### src/rtl/mf_pkg.sv
// Shared definitions for the MF gvector accumulator: default widths,
// the controller state encoding and the block-size helper.
package mf_pkg;

    localparam int DW_DEF   = 8;   // sample width
    localparam int AW_DEF   = 8;   // MF address width
    localparam int SUMW_DEF = 24;  // holds 255*255*255 without overflow
    localparam int CNTW     = 16;  // sample counter / block size width
    localparam int DIMW     = 8;   // height/width port width

    // Running-minimum start value; sliced to the sample width where used.
    localparam logic [63:0] MIN_INIT = '1;

    typedef enum logic [1:0] {
        IDLE  = 2'd0,
        REQ   = 2'd1,
        ACCUM = 2'd2,
        DONE  = 2'd3
    } state_t;

    // Number of samples in an h x w block; 255*255 = 65025 fits in 16 bits.
    function automatic logic [CNTW-1:0] block_size(input logic [DIMW-1:0] h,
                                                   input logic [DIMW-1:0] w);
        return CNTW'(h) * CNTW'(w);
    endfunction

endpackage

### src/rtl/mf_stat_acc.sv
// Per-block statistics registers: running sum, min, max and sample count.
// The count saturates at the block size, and o_last flags the sample that
// completes the block so the controller can close it.
module mf_stat_acc
    import mf_pkg::*;
#(
    parameter int DW   = DW_DEF,
    parameter int SUMW = SUMW_DEF
) (
    input  logic            i_clk,
    input  logic            i_rst_n,
    input  logic            i_clear,
    input  logic            i_empty,
    input  logic            i_accept,
    input  logic [DW-1:0]   i_data,
    input  logic [CNTW-1:0] i_limit,
    output logic            o_last,
    output logic [SUMW-1:0] o_sum,
    output logic [DW-1:0]   o_min,
    output logic [DW-1:0]   o_max,
    output logic [CNTW-1:0] o_cnt
);

    logic [SUMW-1:0] r_sum;
    logic [DW-1:0]   r_min;
    logic [DW-1:0]   r_max;
    logic [CNTW-1:0] r_cnt;

    logic            w_take;
    logic [CNTW:0]   w_cnt_inc;

    // Qualify acceptance against saturation and detect the block-closing sample.
    // NOTE: every signal driven here gets a value on every path, so no latch is inferred.
    always_comb begin
        w_take    = i_accept && (r_cnt != i_limit);
        w_cnt_inc = {1'b0, r_cnt} + (CNTW+1)'(1);
        o_last    = w_take && (w_cnt_inc == {1'b0, i_limit});
    end

    // Clear at block start, otherwise fold each accepted sample into the stats.
    // NOTE: reset is synchronous and active-low, so it only acts on a clock edge.
    // NOTE: state registers use non-blocking assignments so all update together at the edge.
    always_ff @(posedge i_clk) begin
        if (!i_rst_n) begin
            r_sum <= '0;
            r_min <= '0;
            r_max <= '0;
            r_cnt <= '0;
        end else if (i_clear) begin
            r_sum <= '0;
            r_max <= '0;
            r_cnt <= '0;
            // An empty block reports min = 0 rather than the search start value.
            r_min <= i_empty ? '0 : MIN_INIT[DW-1:0];
        end else if (w_take) begin
            r_sum <= r_sum + SUMW'(i_data);
            if (i_data < r_min) r_min <= i_data;
            if (i_data > r_max) r_max <= i_data;
            r_cnt <= w_cnt_inc[CNTW-1:0];
        end
    end

    assign o_sum = r_sum;
    assign o_min = r_min;
    assign o_max = r_max;
    assign o_cnt = r_cnt;

endmodule

### src/rtl/mf_gvector_accum.sv
// Downstream consumer of the MF address/data generator. Requests a block,
// collects height x width samples, and presents sum/min/max/count plus the
// block origin through a valid/ack handshake. New requests are held off
// until the previous result has been acknowledged.
module mf_gvector_accum
    import mf_pkg::*;
#(
    parameter int DW   = DW_DEF,
    parameter int AW   = AW_DEF,
    parameter int SUMW = SUMW_DEF
) (
    input  logic            CLK,
    input  logic            reset,
    input  logic            enable,
    input  logic [7:0]      height,
    input  logic [7:0]      width,
    input  logic [AW-1:0]   addr_x0,
    input  logic [AW-1:0]   addr_y0,
    input  logic [DW-1:0]   gdata,
    input  logic            Gvector_sig,
    output logic            Nxt_block_sig,
    output logic            res_valid,
    input  logic            res_ack,
    output logic [SUMW-1:0] blk_sum,
    output logic [DW-1:0]   blk_min,
    output logic [DW-1:0]   blk_max,
    output logic [15:0]     blk_cnt,
    output logic [AW-1:0]   blk_x0,
    output logic [AW-1:0]   blk_y0,
    output logic            ovf
);

    state_t          r_state;
    state_t          w_state_nxt;

    logic [CNTW-1:0] r_n;
    logic [AW-1:0]   r_x0;
    logic [AW-1:0]   r_y0;
    logic            r_ovf;

    logic            w_latch;
    logic            w_accept;
    logic            w_clear;
    logic            w_empty;
    logic            w_last;
    logic [CNTW-1:0] w_cnt;

    // Block geometry is captured only when leaving IDLE or when an acked
    // result chains straight into the next request.
    assign w_latch  = enable && ((r_state == IDLE) || ((r_state == DONE) && res_ack));
    assign w_accept = (r_state == ACCUM) && Gvector_sig && enable;
    assign w_clear  = (r_state == REQ);
    assign w_empty  = (r_n == '0);

    mf_stat_acc #(
        .DW   (DW),
        .SUMW (SUMW)
    ) u_stat (
        .i_clk    (CLK),
        .i_rst_n  (reset),
        .i_clear  (w_clear),
        .i_empty  (w_empty),
        .i_accept (w_accept),
        .i_data   (gdata),
        .i_limit  (r_n),
        .o_last   (w_last),
        .o_sum    (blk_sum),
        .o_min    (blk_min),
        .o_max    (blk_max),
        .o_cnt    (w_cnt)
    );

    assign blk_cnt = w_cnt;

    // State register; reset in any state abandons the block in progress.
    always_ff @(posedge CLK) begin
        if (!reset) r_state <= IDLE;
        else        r_state <= w_state_nxt;
    end

    // Next-state logic: request, accumulate, then hold the result until acked.
    always_comb begin
        w_state_nxt = r_state;
        case (r_state)
            IDLE:    if (enable) w_state_nxt = REQ;
            REQ:     w_state_nxt = w_empty ? DONE : ACCUM;
            ACCUM:   if (w_last) w_state_nxt = DONE;
            DONE:    if (res_ack) w_state_nxt = enable ? REQ : IDLE;
            default: w_state_nxt = IDLE;
        endcase
    end

    // Moore outputs: request pulse in REQ, result valid for the whole of DONE.
    always_comb begin
        Nxt_block_sig = (r_state == REQ);
        res_valid     = (r_state == DONE);
    end

    // Capture the block size at each latch point; later height/width edits are ignored.
    always_ff @(posedge CLK) begin
        if (!reset)       r_n <= '0;
        else if (w_latch) r_n <= block_size(height, width);
    end

    // Block origin comes from the first accepted sample; cleared at each request.
    always_ff @(posedge CLK) begin
        if (!reset || w_clear) begin
            r_x0 <= '0;
            r_y0 <= '0;
        end else if (w_accept && (w_cnt == '0)) begin
            r_x0 <= addr_x0;
            r_y0 <= addr_y0;
        end
    end

    assign blk_x0 = r_x0;
    assign blk_y0 = r_y0;

    // Sticky flag for samples offered while no block is open.
    always_ff @(posedge CLK) begin
        if (!reset)                                   r_ovf <= 1'b0;
        else if (Gvector_sig && (r_state != ACCUM))   r_ovf <= 1'b1;
    end

    assign ovf = r_ovf;

endmodule
### config.mk
export PLATFORM = sky130hd
export DESIGN_NAME = mf_gvector_accum
export DESIGN_NICKNAME = d
export VERILOG_FILES = /design/src/rtl/mf_pkg.sv /design/src/rtl/mf_stat_acc.sv /design/src/rtl/mf_gvector_accum.sv
export SDC_FILE = /design/constraint.sdc
export NUM_CORES = 1
export LEC_CHECK = 0
export CORE_UTILIZATION = 38
export CTS_CLUSTER_SIZE = 12
export DETAILED_ROUTE_END_ITERATION = 10
export GPL_ROUTABILITY_DRIVEN = 0
export SYNTH_ARGS = -nofsm -noshare
export SYNTH_HDL_FRONTEND = slang
export SYNTH_SLANG_ARGS = --single-unit
### constraint.sdc
create_clock -name CLK -period 5.9 [get_ports CLK]
set_clock_uncertainty 0.2 [all_clocks]
set_input_delay 1.18 -clock CLK [delete_from_list [all_inputs] [get_ports CLK]]
set_output_delay 1.18 -clock CLK [all_outputs]
set_load 0.05 [all_outputs]
# ---- Yosys cells after proc, flatten, opt, wreduce, memory -nomap -nowiden
# Cells that the tools add are included.
# W data, S select, Z words.
dict set report word_totals {
  inputBits 45
  regBits 91
  romBits 0
  elab_cells 54
  n_memories 0
  ram_bits 0
  latch_bits 0
  out_inout_bits 75
}
dict set report classes {
  bitwise_logic 1
  n_reduce_logical 20
  shift 0
  magnitude_cmp 2
  eq_ne 9
  n_mul 1
  muxes 10
  div_mod_pow 0
  n_addsub 2
}
# cell n
set ops {}
lappend ops {{$logic_not A16 Y1} 2}
lappend ops {{$mux W8} 4}
lappend ops {{$add A24 B8 Y24} 1}
lappend ops {{$add A16 B1 Y17 const B} 1}
lappend ops {{$eq A17 B16 Y1} 1}
lappend ops {{$mul A8 B8 Y16} 1}
lappend ops {{$ne A16 B16 Y1} 1}
lappend ops {{$gt A8 B8 Y1} 1}
lappend ops {{$logic_and A1 B1 Y1} 8}
lappend ops {{$lt A8 B8 Y1} 1}
lappend ops {{$pmux W2 S4} 1}
lappend ops {{$mux W2} 3}
lappend ops {{$eq A2 B2 Y1 const B} 2}
lappend ops {{$ne A2 B1 Y1 const B} 2}
lappend ops {{$ne A2 B2 Y1 const B} 2}
lappend ops {{$reduce_and A2 Y1} 2}
lappend ops {{$reduce_bool A2 Y1} 2}
lappend ops {{$reduce_and A3 Y1} 1}
lappend ops {{$eq A2 B1 Y1 const B} 1}
lappend ops {{$logic_not A2 Y1} 1}
lappend ops {{$logic_or A1 B1 Y1} 2}
lappend ops {{$mux W1} 2}
lappend ops {{$reduce_or A2 Y1} 1}
lappend ops {{$logic_not A1 Y1} 1}
lappend ops {{$not A1 Y1} 1}

# ---- Depth between registers and ports, before layout
# Gate-level depths: netlist of run 1.
dict set report depth {
  ltp_word 7
  depth_mapped 17
  mapped_depth_nobuf 17
}

# ---- By module
# Synthesis of run 1 repeated with hierarchy kept, for this count alone.
dict set report unflattened {
  cells_unflattened 855
  hier_area_um2 7309.5
}
# mod instances seq_area_each_um2 cells_per_inst area_per_inst_um2
set modules_own_cells {}
lappend modules_own_cells {mf_stat_acc 1 1121.1 461 3818.7}
lappend modules_own_cells {mf_gvector_accum 1 700.7 394 3490.8}

# ---- Least setup slack after synthesis of run 1
# OpenSTA, ideal clock, no wires.
dict set report synth_path {
  path_type {input-to-reg}
  start {input port height[0]}
  end {register r_n[15]}
  setup_ps 86
  arrival_time_ps 4784
  path_stages 16
  setup_slack_ps 830
  required_time_ps 5614
  path_buffers 0
  path_cell_list {nand2_1 -> fa_1 -> fa_1 -> inv_1 -> fa_1 -> inv_1 -> fa_1 -> inv_1 -> ha_1 -> o21ai_0 -> a21oi_1 -> o211ai_1 -> a21oi_1 -> o31ai_1 -> xnor2_1 -> a211oi_1}
}
dict set report synth_via {
  elab_chain_cells 1
}
# item line
set synth_rtl {}
lappend synth_rtl {{start: declaration} mf_gvector_accum.sv:15} ;# input logic [7:0] height,
lappend synth_rtl {{$mul A8 B8 Y16} mf_pkg.sv:24} ;# return CNTW'(h) * CNTW'(w);
lappend synth_rtl {{end signal: assignment} mf_gvector_accum.sv:102} ;# else if (w_latch) r_n <= block_size(height, width);
lappend synth_rtl {{end: declaration} mf_gvector_accum.sv:36} ;# logic [CNTW-1:0] r_n;
# No other way between the ends.
# A chain may end at the register's enable or synchronous reset.

# ---- Worst setup path in the final report of run 1
dict set report layout_path {
  start {input port width[4]}
  end {register r_n[15]}
}
dict set report layout_via {
  elab_chain_cells 1
}
# item line
set layout_rtl {}
lappend layout_rtl {{start: declaration} mf_gvector_accum.sv:16} ;# input logic [7:0] width,
lappend layout_rtl {{$mul A8 B8 Y16} mf_pkg.sv:24}
# No other way between the ends.

==> impl_results.md, run 1 <==
- Iteration count of the initial detailed-routing pass: 4
- Number of synthesized flops with an enable pin: 0
- Slew Viols, Final: 0
- Met2 GRT Util: between 30 and 40%
- Most frequent standard cell in the layout excluding fill and tap cells: clkdlybuf4s50_1
- Core Region: 0.01871 mm2
- Main area contributors after synthesis: dfxtp_1 (25%), ha_1 (11%), fa_1 (10%)
- Post-Layout Inst Area: between 0.008 and 0.009 mm2
- CTS buffer count: 9
- Per-cell via count in the routed design: roughly 5.0
- Area growth from synthesis to layout: 24.10%
- Yosys warns: 0
- Antenna-violating nets left: 0
- Chip Width: between 100 and 150 um
- Grt total ovfl: 0
- Fraction of final layout cells sized beyond drive strength 1: between 4 and 5%
- Num Clock Sinks: just over 90
- Biggest fanout along the worst timing path: 8
- Clock root cell: clkbuf_16
- Core occupancy in the finished layout: 47.98%
- Number of cells on the worst hold path: 2
- Die outline area: between 0.015 and 0.02 mm2
- CTS hold repair buffers: 0
- Chip height: between 100 and 150 um
- Initial core utilization: between 30% and 40%
- Gate count after technology mapping: 876
- Worst min-delay path startpoint: u_stat.o_sum[23]
- Cell taking the most area after synthesis: dfxtp_1
- Global route hottest layer: met2
- Launch point of the worst reg-to-reg path: u_stat.o_cnt[9]
- Number of setup buffers added after CTS: 0
- Htree depth: 3
- Post-synth top area share: between 20 and 30%
- Endpoint of the worst-slack reg-to-reg timing path: u_stat.o_sum[22]
- DRC violation total after the first TritonRoute iteration: 215
- Final sum of negative setup slack: 0 ns
- Site row count: 50
- Global-route track usage on met1: a little under a quarter
- Post-synthesis async set-or-reset flop share: 0%
- Met3 routing resource usage after global routing: 2.154%
- Number of distinct standard cells referenced by the synthesized netlist: 55
- Commonest non-fill, non-tap cells in the layout: clkdlybuf4s50_1 (119), dfxtp_1 (91), inv_1 (89), nand2_1 (84), nor2_1 (81)
- Max-Slew Margin vs Limit: between 30% and 40%
- Upper clock frequency limit: about 180 MHz
- Transition time at the pin with the least slew margin: approximately 1 ns
- I/O pin count: 120
- Worst hold slack: around 0.28 ns
- Maximum vdd drop: ~160 uV
- Fraction of the cycle the final worst path needs: between 90% and 100%
- Largest net degree at the start of global routing: between 40 and 50
- Data arrival time of the worst path: roughly 5.6 ns
- Vias in the first global route: ~6000
- Clock-pin slew on the worst setup and hold paths: about 0.070 ns
- Antenna diode count: 0
- TritonCTS clock tree: built
- Sort of element at the start of the critical path: input port
- PostCTS Resize Cnt: 0
- Register-to-register path setup slack: about 2.8 ns
- Setup-violating endpoint count in the final report: 0
- DRC viols: 0
- Req. time, crit path: approximately 6.0 ns
- Clk_lat worst skew: 0.34 ns
- Minimum clock period after layout: 5.494 ns
- FF+latch count, synth: 91
- Sequential element share of the synthesized area: about a quarter
- Endpoint of the worst hold-timing path: u_stat.o_sum[23]
- Post-DP HPWL: 13.73 mm
- Type of the worst setup path: input port to flop
- Run status: completed
- Net total in the final layout: 1129
- Critical path endpoint category: flop
- Placed instance area: ~0.0086 mm2
- Initial antenna violation count: 0
- Most used flip-flop cell after synthesis: dfxtp_1
- Min-Delay Path Class: flop to flop
- Clock Path Buffers: 2
- Port buffer count: 119
- First-pass GRT wire length: 29.49 mm
- RSZ-0062 raised after global routing: false
- Final-report hold violation count: 0
- Total via count after detailed routing: slightly above 6000
- Gr usage total: a little under a fifth
- Synthesized area divided by synthesized cell count: 8.256 um2
- PwrDens: between 200 and 300 mW/mm2
- Depth of the worst register-to-register path: 8
- Wire length reported by the detailed router: between 15 and 20 mm
- Netlist area before placement: 0.007232 mm2
- Leak Pwr: 3.529 nW
- Number of inserted filler cells in the final layout: between 1500 and 2000
- Number of violations of the max-capacitance limit: 0
- Detailed-route wire length per cell: about 14 um
- Nets in the synthesized netlist: roughly 1000
[synthesized netlist by cell type, types with 3 or more instances]
cell type / n
nor2b_1: 8
a21oi_1: 44
and4_1: 5
nor3_1: 14
and3_1: 6
nor2_1: 81
nand2_1: 84
and2_1: 56
buf_2: 12
nor3b_1: 3
nand2b_1: 7
or3_1: 9
xnor2_1: 30
fa_1: 37
a211oi_1: 18
o31a_1: 3
a31o_2: 3
nand3_1: 29
nor4_1: 17
o211ai_1: 5
or4_1: 5
dfxtp_1: 91
a211o_1: 4
ha_1: 66
nand4_1: 9
buf_4: 3
clkbuf_1: 18
o21ai_0: 26
a21o_1: 12
inv_1: 89
xor2_1: 16
mux2i_1: 27
a21boi_0: 3
o21a_1: 6
[report_power, final]
| group | leakage, nW | switching [W] | internal (W) |
|---|---|---|---|
| clock | 0.167 | 0.000244 | 0.000416 |
| sequential | 0.738 | 0.0000812 | 0.000691 |
| combinational | 2.62 | 0.000734 | 0.000520 |
[logic make-up after synthesis]
group                      Yosys count  share of synthesized area [%]
and+or+nand+nor                    343                          23.91
adders and majority gates          103                          21.66
AOI/OAI and AO/OA                  141                          12.87
DFF                                 91                          25.19
xor gates and xnor gates            46                          5.571
muxes                               27                          3.737
buffers and inverters              125                          7.059
[layer usage]
layer  up-vias  share of wire [%]
met1      2846                 47
li1       3182                  -
met5         -                  0
met4         0                1.2
met2       114                 49
met3        12                2.9
[through the flow]
stage | worst slack, ns | std cells | total power [W]
final | 0.4059 | 1220 | 0.002686
after global routing | 0.1099 | 1220 | 0.002920
after CTS | 0.3626 | 1220 | 0.002720
after detailed placement | 0.003016 | 1204 | 0.002049
after global placement | 0.09585 | 1204 | 0.002044
after floorplan | 0.8301 | 876 | 0.001724
[worst max path at each step]
stage	startpoint	endpoint	slack, ns
floorplan	height[0]	r_n[15]	0.83
global placement	width[4]	r_n[15]	0.1
detailed placement	width[4]	r_n[15]	0.003
CTS	width[4]	r_n[15]	0.36
global route	width[4]	r_n[15]	0.11
finish	width[4]	r_n[15]	0.41
[worst max-delay path, cell delays in order]
cell	delay (ns)
clkdlybuf4s50_1	0.54
and2_1	0.23
fa_1	0.46
fa_1	0.55
inv_1	0.05
fa_1	0.46
fa_1	0.54
inv_1	0.04
ha_1	0.33
o21ai_0	0.15
a21oi_1	0.08
o211ai_1	0.21
a21oi_1	0.11
o31ai_1	0.29
xnor2_1	0.11
a211oi_1	0.21
[state kept, by name, indices dropped and copies added (netlist names)]
signal        count
ovf               1
blk_x0            8
blk_y0            8
u_stat.o_min      8
r_n              16
u_stat.o_max      8
u_stat.o_sum     24
r_state           2
u_stat.o_cnt     16
[layout make-up]
cell class / count / area (um2) / area share, %
multi-input combinational: 660 / 4911 / 54.72
clock inverter: 6 / 112.6 / 1.255
inverter: 89 / 334.1 / 3.722
sequential: 91 / 1822 / 20.30
clock buffer: 10 / 229.0 / 2.551
tap: 234 / 292.8 / 3.262
timing repair buffer: 130 / 1274 / 14.19
(Power assumes the default switching activity.)
==> run 2, diff against run 1 <==
CAP_MARGIN = 20   (was default)
==> results of run 2 <==
Same layout as run 1: the final DEF is identical, and so are final timing and power.
